===== config.mk =====
export PLATFORM = sky130hd
export DESIGN_NAME = pipe_msgbus_phy_responder
export DESIGN_NICKNAME = d
export VERILOG_FILES = /design/src/rtl/pipe_msgbus_phy_responder.sv
export SDC_FILE = /design/constraint.sdc
export NUM_CORES = 1
export LEC_CHECK = 0
export ABC_CLOCK_PERIOD_IN_PS = 2740
export CAP_MARGIN = 20
export CELL_PAD_IN_SITES_DETAIL_PLACEMENT = 0
export CELL_PAD_IN_SITES_GLOBAL_PLACEMENT = 1
export CORE_MARGIN = 2
export CORE_UTILIZATION = 47
export CTS_CLUSTER_SIZE = 40
export DETAILED_ROUTE_END_ITERATION = 10
export PLACE_DENSITY_LB_ADDON = 0.05
export SYNTH_ARGS = -nofsm -noshare
export SYNTH_HDL_FRONTEND = slang
export SYNTH_SLANG_ARGS = --single-unit

===== constraint.sdc =====
create_clock -name PCLK -period 2.74 [get_ports PCLK]
set_clock_uncertainty 0.1 [all_clocks]
set_input_delay 0.548 -clock PCLK [delete_from_list [all_inputs] [get_ports PCLK]]
set_output_delay 0.548 -clock PCLK [all_outputs]
set_load 0.02 [all_outputs]

===== src/rtl/pipe_msgbus_phy_responder.sv =====
// pipe_msgbus_phy_responder
// PHY-side end of the PIPE message bus. Decodes MAC-issued M2P transactions
// (write_uncommitted, write_committed, read) against a local 8-bit register
// file and returns write_ack / read_completion responses on P2M.
//
// Ports:
//   PCLK            PIPE clock, all logic on the rising edge
//   Reset           asynchronous active-low reset, clears all state
//   M2P_MessageBus  MAC->PHY message bytes
//   P2M_MessageBus  PHY->MAC message bytes (8'h00 when idle)
//   reg_file_o      flattened register contents, reg k at [8k+7:8k]
//   reg_update_o    1-cycle pulse when a commit has updated the registers
//   error_o         1-cycle pulse on illegal command or buffer/queue overflow
module pipe_msgbus_phy_responder #(
  parameter int NUM_REGS       = 16,
  parameter int UNCOMMIT_DEPTH = 4,
  parameter int RESP_DEPTH     = 2
) (
  input  logic                  PCLK,
  input  logic                  Reset,
  input  logic [7:0]            M2P_MessageBus,
  output logic [7:0]            P2M_MessageBus,
  output logic [8*NUM_REGS-1:0] reg_file_o,
  output logic                  reg_update_o,
  output logic                  error_o
);

  localparam int AW  = (NUM_REGS > 1) ? $clog2(NUM_REGS) : 1;
  localparam int UCW = $clog2(UNCOMMIT_DEPTH + 1);
  localparam int UIW = (UNCOMMIT_DEPTH > 1) ? $clog2(UNCOMMIT_DEPTH) : 1;
  localparam int QCW = $clog2(RESP_DEPTH + 1);
  localparam int QIW = (RESP_DEPTH > 1) ? $clog2(RESP_DEPTH) : 1;
  localparam logic [11:0] MAP_LIMIT = 12'(NUM_REGS);

  typedef enum logic [1:0] {RX_IDLE, RX_ADDR_LO, RX_DATA} rx_state_t;
  typedef enum logic [1:0] {TX_IDLE, TX_ACK, TX_HDR, TX_DATA} tx_state_t;
  typedef enum logic [1:0] {K_UNC, K_COM, K_RD} kind_t;

  rx_state_t  rx_state;
  kind_t      kind;
  logic [3:0] addr_hi;
  logic [7:0] addr_lo;

  logic [7:0] regs      [NUM_REGS];
  logic [7:0] next_regs [NUM_REGS];

  logic [11:0]    ub_addr [UNCOMMIT_DEPTH];
  logic [7:0]     ub_data [UNCOMMIT_DEPTH];
  logic [UCW-1:0] ub_count;

  logic           q_rd   [RESP_DEPTH];
  logic [7:0]     q_data [RESP_DEPTH];
  logic [QCW-1:0] q_count;

  tx_state_t  tx_state;
  logic [7:0] tx_data;

  logic [3:0]     cmd;
  logic [11:0]    wr_addr, rd_addr;
  logic           wr_unc_done, wr_com_done, rd_done, illegal;
  logic           ub_overflow, q_overflow;
  logic [7:0]     rd_value;
  logic           new_valid, tx_free, pop, bypass, push, push_ok;
  logic           start_rd;
  logic [7:0]     start_data;
  logic [QIW-1:0] q_slot;
  logic [UIW-1:0] ub_slot;

  // Decode the current byte against the RX state and work out which
  // response (if any) the TX side starts this cycle. A response bypasses
  // the queue when the transmitter is free and nothing is waiting.
  always_comb begin
    cmd         = M2P_MessageBus[7:4];
    wr_addr     = {addr_hi, addr_lo};
    rd_addr     = {addr_hi, M2P_MessageBus};
    wr_unc_done = (rx_state == RX_DATA) && (kind == K_UNC);
    wr_com_done = (rx_state == RX_DATA) && (kind == K_COM);
    rd_done     = (rx_state == RX_ADDR_LO) && (kind == K_RD);
    illegal     = (rx_state == RX_IDLE) && (cmd >= 4'h4);
    ub_overflow = wr_unc_done && (ub_count == UCW'(UNCOMMIT_DEPTH));
    rd_value    = (rd_addr < MAP_LIMIT) ? regs[rd_addr[AW-1:0]] : 8'h00;
    new_valid   = wr_com_done || rd_done;
    tx_free     = (tx_state != TX_HDR);
    pop         = tx_free && (q_count != '0);
    bypass      = tx_free && (q_count == '0) && new_valid;
    push        = new_valid && !bypass;
    q_overflow  = push && (q_count == QCW'(RESP_DEPTH)) && !pop;
    push_ok     = push && !q_overflow;
    start_rd    = pop ? q_rd[0] : rd_done;
    start_data  = pop ? q_data[0] : rd_value;
    q_slot      = QIW'(pop ? (q_count - QCW'(1)) : q_count);
    ub_slot     = UIW'(ub_count);
  end

  // Commit image: buffered entries in arrival order, then the committed
  // write itself, so a later write to the same address wins. Unmapped
  // addresses are simply skipped.
  always_comb begin
    next_regs = regs;
    if (wr_com_done) begin
      for (int i = 0; i < UNCOMMIT_DEPTH; i++) begin
        if ((UCW'(i) < ub_count) && (ub_addr[i] < MAP_LIMIT))
          next_regs[ub_addr[i][AW-1:0]] = ub_data[i];
      end
      if (wr_addr < MAP_LIMIT)
        next_regs[wr_addr[AW-1:0]] = M2P_MessageBus;
    end
  end

  always_comb begin
    reg_file_o = '0;
    for (int k = 0; k < NUM_REGS; k++)
      reg_file_o[8*k +: 8] = regs[k];
  end

  // RX and TX state machines, register file, uncommitted buffer and
  // response queue. All outputs are registered here.
  always_ff @(posedge PCLK or negedge Reset) begin
    if (!Reset) begin
      rx_state       <= RX_IDLE;
      kind           <= K_UNC;
      addr_hi        <= '0;
      addr_lo        <= '0;
      ub_count       <= '0;
      q_count        <= '0;
      tx_state       <= TX_IDLE;
      tx_data        <= '0;
      P2M_MessageBus <= 8'h00;
      reg_update_o   <= 1'b0;
      error_o        <= 1'b0;
      for (int k = 0; k < NUM_REGS; k++) regs[k] <= '0;
      for (int i = 0; i < UNCOMMIT_DEPTH; i++) begin
        ub_addr[i] <= '0;
        ub_data[i] <= '0;
      end
      for (int i = 0; i < RESP_DEPTH; i++) begin
        q_rd[i]   <= 1'b0;
        q_data[i] <= '0;
      end
    end else begin
      case (rx_state)
        RX_IDLE: begin
          addr_hi <= M2P_MessageBus[3:0];
          case (cmd)
            4'h1: begin kind <= K_UNC; rx_state <= RX_ADDR_LO; end
            4'h2: begin kind <= K_COM; rx_state <= RX_ADDR_LO; end
            4'h3: begin kind <= K_RD;  rx_state <= RX_ADDR_LO; end
            default: rx_state <= RX_IDLE;
          endcase
        end
        RX_ADDR_LO: begin
          addr_lo  <= M2P_MessageBus;
          rx_state <= (kind == K_RD) ? RX_IDLE : RX_DATA;
        end
        default: rx_state <= RX_IDLE;
      endcase

      error_o      <= illegal || ub_overflow || q_overflow;
      reg_update_o <= wr_com_done;

      if (wr_com_done) begin
        regs     <= next_regs;
        ub_count <= '0;
      end else if (wr_unc_done && !ub_overflow) begin
        ub_addr[ub_slot] <= wr_addr;
        ub_data[ub_slot] <= M2P_MessageBus;
        ub_count         <= ub_count + UCW'(1);
      end

      if (pop) begin
        for (int i = 0; i < RESP_DEPTH - 1; i++) begin
          q_rd[i]   <= q_rd[i+1];
          q_data[i] <= q_data[i+1];
        end
      end
      if (push_ok) begin
        q_rd[q_slot]   <= rd_done;
        q_data[q_slot] <= rd_value;
      end
      case ({push_ok, pop})
        2'b10:   q_count <= q_count + QCW'(1);
        2'b01:   q_count <= q_count - QCW'(1);
        default: q_count <= q_count;
      endcase

      // A read completion holds the transmitter for two cycles (header,
      // data); every other state ends this cycle and can start the next one.
      if (tx_state == TX_HDR) begin
        P2M_MessageBus <= tx_data;
        tx_state       <= TX_DATA;
      end else if (pop || bypass) begin
        if (start_rd) begin
          P2M_MessageBus <= 8'h40;
          tx_data        <= start_data;
          tx_state       <= TX_HDR;
        end else begin
          P2M_MessageBus <= 8'h50;
          tx_state       <= TX_ACK;
        end
      end else begin
        P2M_MessageBus <= 8'h00;
        tx_state       <= TX_IDLE;
      end
    end
  end

endmodule

==> impl_results.md, run 1 <==
* Status: complete, no violations
* Layout fillers at between 3000 and 4000
* Post-synthesis simple-gate area fraction at between 15 and 20%
* Sequential Power Share at between 30% and 40%
* Sw power at between 10 and 15 mW
* Residual DRC count at 0
* Clock Sinks at around 270
* Placed Cells at between 2000 and 3000
* Kind of critical path: reg2reg
* Crit path time final at ~2.7 ns
* XOR/XNOR share of the synthesized area at less than 1%
* Pre-CTS setup slack at -0.00680 ns
* Final GP Congestion at ~1.0
* Drt pass-1 iters at 6
* Synthesis-stage register bit count at roughly 270
* Static leakage at between 9 and 10 nW
* Post-synthesis net count at 2055
* Initial antenna violation count at 1
* Vias in the first global route at roughly 18000
* GRT Util Overall at approximately two fifths
* Pwr dens at approximately 1100 mW/mm²
* Crit path cell chain: or4_1 -> nor4_2 -> a22oi_1 -> buf_4 -> a211oi_1 -> o21ai_1
* Logic pwr share at about half
* Highest clock rate at approximately 0.37 GHz
* Die Ht at around 200 µm
* Starting Density at between 40% and 50%
* Worst-Margin Slew at roughly 1.3 ns
* Final TNS setup at 0 ns
* Crit path max-delay family: simple AND/OR/NAND/NOR gates
* Post-synthesis sequential area ratio at a little over a third
* Initial drt markers at ~2300
* Die W at between 200 and 250 µm
* Post-Syn Area at roughly 0.019 mm²
* Synth area leader: dfrtp_1
* Clock slew at reported path FFs at approximately 0.060 ns
* CP Data Arrival Time at just over 3 ns
* Worst endpoint required time at around 3.1 ns
* Routed Antenna Nets at 0
* Pint at between 10 and 15 mW
* Die area at approximately 0.042 mm²
* Clk pwr share at a little under a fifth
* Top cells by area, synth: dfrtp_1 (35%), mux2_2 (14%), mux2i_1 (7.7%)
* RSZ-0062 raised after global routing: no
* Startpoint Class: register
* Post-synth cell types at 55
* Pin count of the biggest net entering global routing at 130
* Mux cell area share after synthesis at 25.4%
* Share of cells above drive strength 1 at between 20 and 25%
* Finished Layout Cells at 2786
* Worst Path Max Fanout at 8
* Mapped Cells at ~2000
* Worst path max stage delay at between 0.7 and 0.8 ns
* Critical path's slowest cell: or4_1
* Max Cap Violations at 0
* Most common library cell in the layout ignoring fill and taps: dfrtp_1
* Maximum buffer depth of the clock tree at 3
* CTS tree: yes
* Final #Nets at around 2200
* Synth-to-Final Area Change at 22.6%
* HP Class: reg2reg
* Compound-gate portion of the synthesized area at between 10% and 20%
* Crit path buffers/inverters at 1
* DRT Wirelength at around 86000 µm
* CP Capture Type: register
* Routed vias/inst at between 6 and 7
* Post-synth EDFFs at 0
* Grt ovf at 0
* Ys Warns at 0
* Slew Limit Fails at 0
* Maximum VDD drop at 859 µV
* Core Footprint at 0.0406 mm²
* Rel. slew slack at ~14%
* Finish-stage setup viols at 0
* Post-Synth Adder-Cell Area at 0.457%
* # rows at 74
* Share of the synthesized area in the top cell type at a little over a third
* Area of the multi-input gates at approximately 0.012 mm²
* Skew-Pair Late Insertion Delay at approximately 0.58 ns
* Synth Flop Type: dfrtp_1
* H-tree Lvls at 2
* Most frequent cells in the layout: dfrtp_1 (266), mux2_2 (231), buf_4 (178)
* Switch share at 46.5%
* Vias at roughly 19000
* IO Pins at approximately 150
* Sequential Area at approximately 0.0067 mm²
* Total CTS buffers at 34
* Clk root buf: clkbuf_16
* Wire per inst at 30.9 µm
* Largest family of logic cells by synthesized area: multiplexers
* Count of final hold-check violations at 0
* First-pass GRT wire length at about 120000 µm
* Number of port buffers at ~150
* Post-route clock period utilization at a little over nine tenths
* Dpl hpwl at 58400 µm
* Worst setup margin at just over 0.05 ns
* Syn avg cell area at around 9.4 µm²
* Asr flop ratio synth at 100%
path summary, 6_finish.rpt:
kind	start	slack [ns]	depth (start not counted)	endpoint
setup / recovery	ub_addr[34]	0.05	6	reg_file_o[82]
hold / removal	tx_data[7]	0.38	2	tx_data[7]
setup reg to reg	ub_addr[34]	0.05	6	reg_file_o[82]
hold reg to reg	tx_data[7]	0.38	2	tx_data[7]
max in group asynchronous	Reset	1.29	4	ub_addr[41]
min in group asynchronous	Reset	0.40	2	reg_file_o[34]
metrics by stage:
stage | hold WS, ns | cell area [µm²] | utilization [%] | total power [mW]
after floorplan | 0.152 | 19200 | - | 14.4
after global placement | 0.360 | 22300 | 54.9 | 20.7
after detailed placement | 0.368 | 22300 | 54.9 | 20.9
after CTS | 0.381 | 23500 | 57.9 | 25.9
after global routing | 0.399 | 23500 | 58.0 | 27.2
final | 0.377 | 23500 | 58.0 | 26.4
worst reg2reg max path: stages, from the launching register on:
cell      delay [ns]
dfrtp_1         0.41
or4_1           0.71
nor4_2          0.49
a22oi_1         0.18
buf_4           0.22
a211oi_1        0.35
o21ai_1         0.11
routing by layer:
layer  up-vias  GRT usage, %  part of all wire (%)
li1       8196             -                     -
met1      9468          54.2                    40
met2      1249          60.0                    43
met3       315          9.08                    10
met4         0          23.2                   6.4
met5         -             0                     0
state kept, by name, indices dropped and copies added (netlist names), 2 cells and up:
register and flops:
P2M_MessageBus 8, addr_hi 4, addr_lo 8, kind 2, q_count 2, q_data 16, q_rd 2, reg_file_o 128
rx_state 2, tx_data 8, tx_state 2, ub_addr 48, ub_count 3, ub_data 32
logic make-up after synthesis:
group / after synthesis
multiplexers: 417
AND/OR/NAND/NOR: 563
buffers and inverters: 213
XOR/XNOR: 4
flip-flops: 267
adder cells (fa/ha/maj): 7
AO/OA/AOI/OAI: 567
cells in the mapped netlist, types with 13 or more instances:
library cell    n
and4b_1        13
and2_1         21
nand4_2        19
nor2b_1        17
dfrtp_1       267
buf_1          30
mux2_2        231
mux4_2         32
a211oi_1      128
nand4_1       169
nor2_1        150
nand2_1        69
o21ai_1       128
a21oi_1       132
o21ai_0       140
mux2i_1       147
nor4bb_1       19
buf_2          19
clkbuf_1      137
inv_1          23
final cells by class:
cell class,count,share of cell area (%)
Sequential cell,267,28.4
Timing Repair Buffer,345,13.6
Inverter,23,0.367
Tap cell,532,2.83
Multi-Input combinational cell,1558,49.8
Clock buffer,40,3.80
Clock inverter,20,1.26
Antenna cell,1,0.0106
power by group through the flow:
stage / clock, mW / combinational [mW] / sequential [mW]
6_report: 4.92 / 12.9 / 8.55
5_1_grt: 5.10 / 13.6 / 8.58
4_1_cts: 4.95 / 12.6 / 8.36
3_3_place_gp: 0 / 12.3 / 8.38
2_1_floorplan: 0 / 6.49 / 7.90
3_5_place_dp: 0 / 12.5 / 8.42
repair_timing:
item	in CTS	in global routing
setup buffers	0	2
hold endpoints to repair	40	0
gates resized for setup	0	2
hold buffers	1	0
endpoints found under the setup margin	0	4
Note: power is estimated with default switching activity, not from simulation.
==> run 2, diff against run 1 <==
--- a/config.mk
+++ b/config.mk
@@ -11,6 +11,7 @@
 export CELL_PAD_IN_SITES_GLOBAL_PLACEMENT = 1
 export CORE_MARGIN = 2
 export CORE_UTILIZATION = 47
+export CTS_BUF_LIST = sky130_fd_sc_hd__clkbuf_16
 export CTS_CLUSTER_SIZE = 40
 export DETAILED_ROUTE_END_ITERATION = 10
 export PLACE_DENSITY_LB_ADDON = 0.05
==> impl_results.md, run 2 (synthesized netlist as in run 1, its figures left out) <==
* Top Usage Layer GRT: met2
* Met1 global-route usage at a little over half
* Clock Sinks at between 200 and 300
* DRT Wirelength at 85900 µm
* H-tree Lvls at 2
* Die area at 0.0425 mm²
* CTS tree: yes
* First-pass GRT wire length at between 100000 and 150000 µm
* Placed Cells at approximately 2700
* Number of port buffers at between 100 and 150
* HP Class: reg2reg
* Crit path buffers/inverters at 1
* Die W at ~210 µm
* Startpoint Class: register
* Finished Layout Cells at 2786
* Highest clock rate at roughly 0.37 GHz
* Most common library cell in the layout ignoring fill and taps: dfrtp_1
* Total CTS buffers at 34
* Crit path cell chain: or4_1 -> nor4_2 -> a22oi_1 -> buf_4 -> a211oi_1 -> o21ai_1
* IO Pins at ~150
* Crit path max-delay family: simple AND/OR/NAND/NOR gates
* Count of final hold-check violations at 0
* Hold slack final at around 0.38 ns
* Grt ovf at 0
* Worst-Margin Slew at roughly 1.3 ns
* Pin count of the biggest net entering global routing at 130
* Drt pass-1 iters at 5
* Synth-to-Final Area Change at 22.5%
* Wire per inst at just over 30 µm
* Clock slew at reported path FFs at around 0.06 ns
* Status: complete, no violations
* M3 GR Usage at 9.08%
* Worst Path Max Fanout at 8
* Share of cells above drive strength 1 at 24.9%
* Worst path max stage delay at slightly above 0.7 ns
* Worst setup margin at around 0.037 ns
* Kind of critical path: reg2reg
* Worst endpoint required time at around 3.1 ns
* Slew Limit Fails at 0
* Final #Nets at between 2000 and 2500
* RSZ-0062 raised after global routing: no
* Initial antenna violation count at 1
* Max reg flops at about 130
* Core Footprint at roughly 0.041 mm²
* Vias in the first global route at around 18000
* Max Cap Violations at 0
* Most frequent cells in the layout: dfrtp_1 (266), mux2_2 (231), buf_4 (178)
* Finish-stage setup viols at 0
* Initial drt markers at approximately 2200
* Maximum buffer depth of the clock tree at 3
* Post-route clock period utilization at between 90% and 100%
* Routed Antenna Nets at 0
* Dpl hpwl at roughly 60000 µm
* Pre-CTS setup slack at -0.00680 ns
* # rows at between 70 and 80
* Clk root buf: clkbuf_16
* Skew-Pair Late Insertion Delay at between 0.5 and 0.6 ns
* Critical path's slowest cell: or4_1
* GRT Util Overall at between 40% and 50%
* Pwr dens at about 1100 mW/mm²
* Vias at ~19000
* Rel. slew slack at between 10% and 20%
* Routed vias/inst at between 6 and 7
* Crit path time final at 2.70 ns
* Starting Density at a little under half
* Static leakage at about 10 nW
* Die Ht at around 210 µm
* CP Capture Type: register
* Residual DRC count at 0
* Final GP Congestion at just over 1
* CP Data Arrival Time at a little over 3 ns
* Maximum VDD drop at about 860 µV
* Met2 track demand over resource at between 60% and 70%
==> run 2: per-stage QoR <==
stage,area (µm²),utilization (%),TNS (ns),power (mW)
detailed placement,22300,54.9,-0.00680,20.9
floorplan,19200,-,0,14.4
finish,23500,57.9,0,26.3
CTS,23500,57.8,0,25.8
global route,23500,57.9,0,27.2
global placement,22300,54.9,0,20.7
==> run 2: final cells by class <==
cell class,instances,area [µm²]
inverter,23,86.3
antenna,1,2.50
clock buffer,34,851
fill,3646,17100
multi-input combinational,1558,11700
tap,532,666
clock inverter,26,319
sequential,267,6680
timing repair buffer,345,3190
==> run 2: worst paths after layout <==
| path | start | to | slack (ns) | depth (start not counted) |
|---|---|---|---|---|
| max in group asynchronous | Reset | ub_addr[41] | 1.29 | 4 |
| min in group asynchronous | Reset | reg_file_o[34] | 0.39 | 2 |
| min reg2reg | tx_data[7] | tx_data[7] | 0.38 | 2 |
| min | tx_data[7] | tx_data[7] | 0.38 | 2 |
| max reg2reg | ub_addr[34] | reg_file_o[82] | 0.04 | 6 |
| max | ub_addr[34] | reg_file_o[82] | 0.04 | 6 |
==> run 2: worst reg2reg max path, cell delays in order (launching register included) <==
cell and delay [ns]:
dfrtp_1 0.41, or4_1 0.71, nor4_2 0.50, a22oi_1 0.17, buf_4 0.22, a211oi_1 0.37
o21ai_1 0.11
==> run 2: timing repair <==
action                     CTS  global route
hold buffers                 1             0
gates resized for setup      0             2
setup endpoints to repair    0             4
hold endpoints to repair    40             0
setup buffers                0             2
==> run 2: power breakdown <==
group | switching, mW | internal (mW)
Clock | 1.99 | 2.87
Combinational | 7.13 | 5.74
Sequential | 3.13 | 5.43
==> run 2: routing by layer <==
layer  part of all wire, %  wire length, µm
met5                     0                0
met1                    40            34300
met3                    11             9230
met2                    43            36800
met4                   6.4             5520
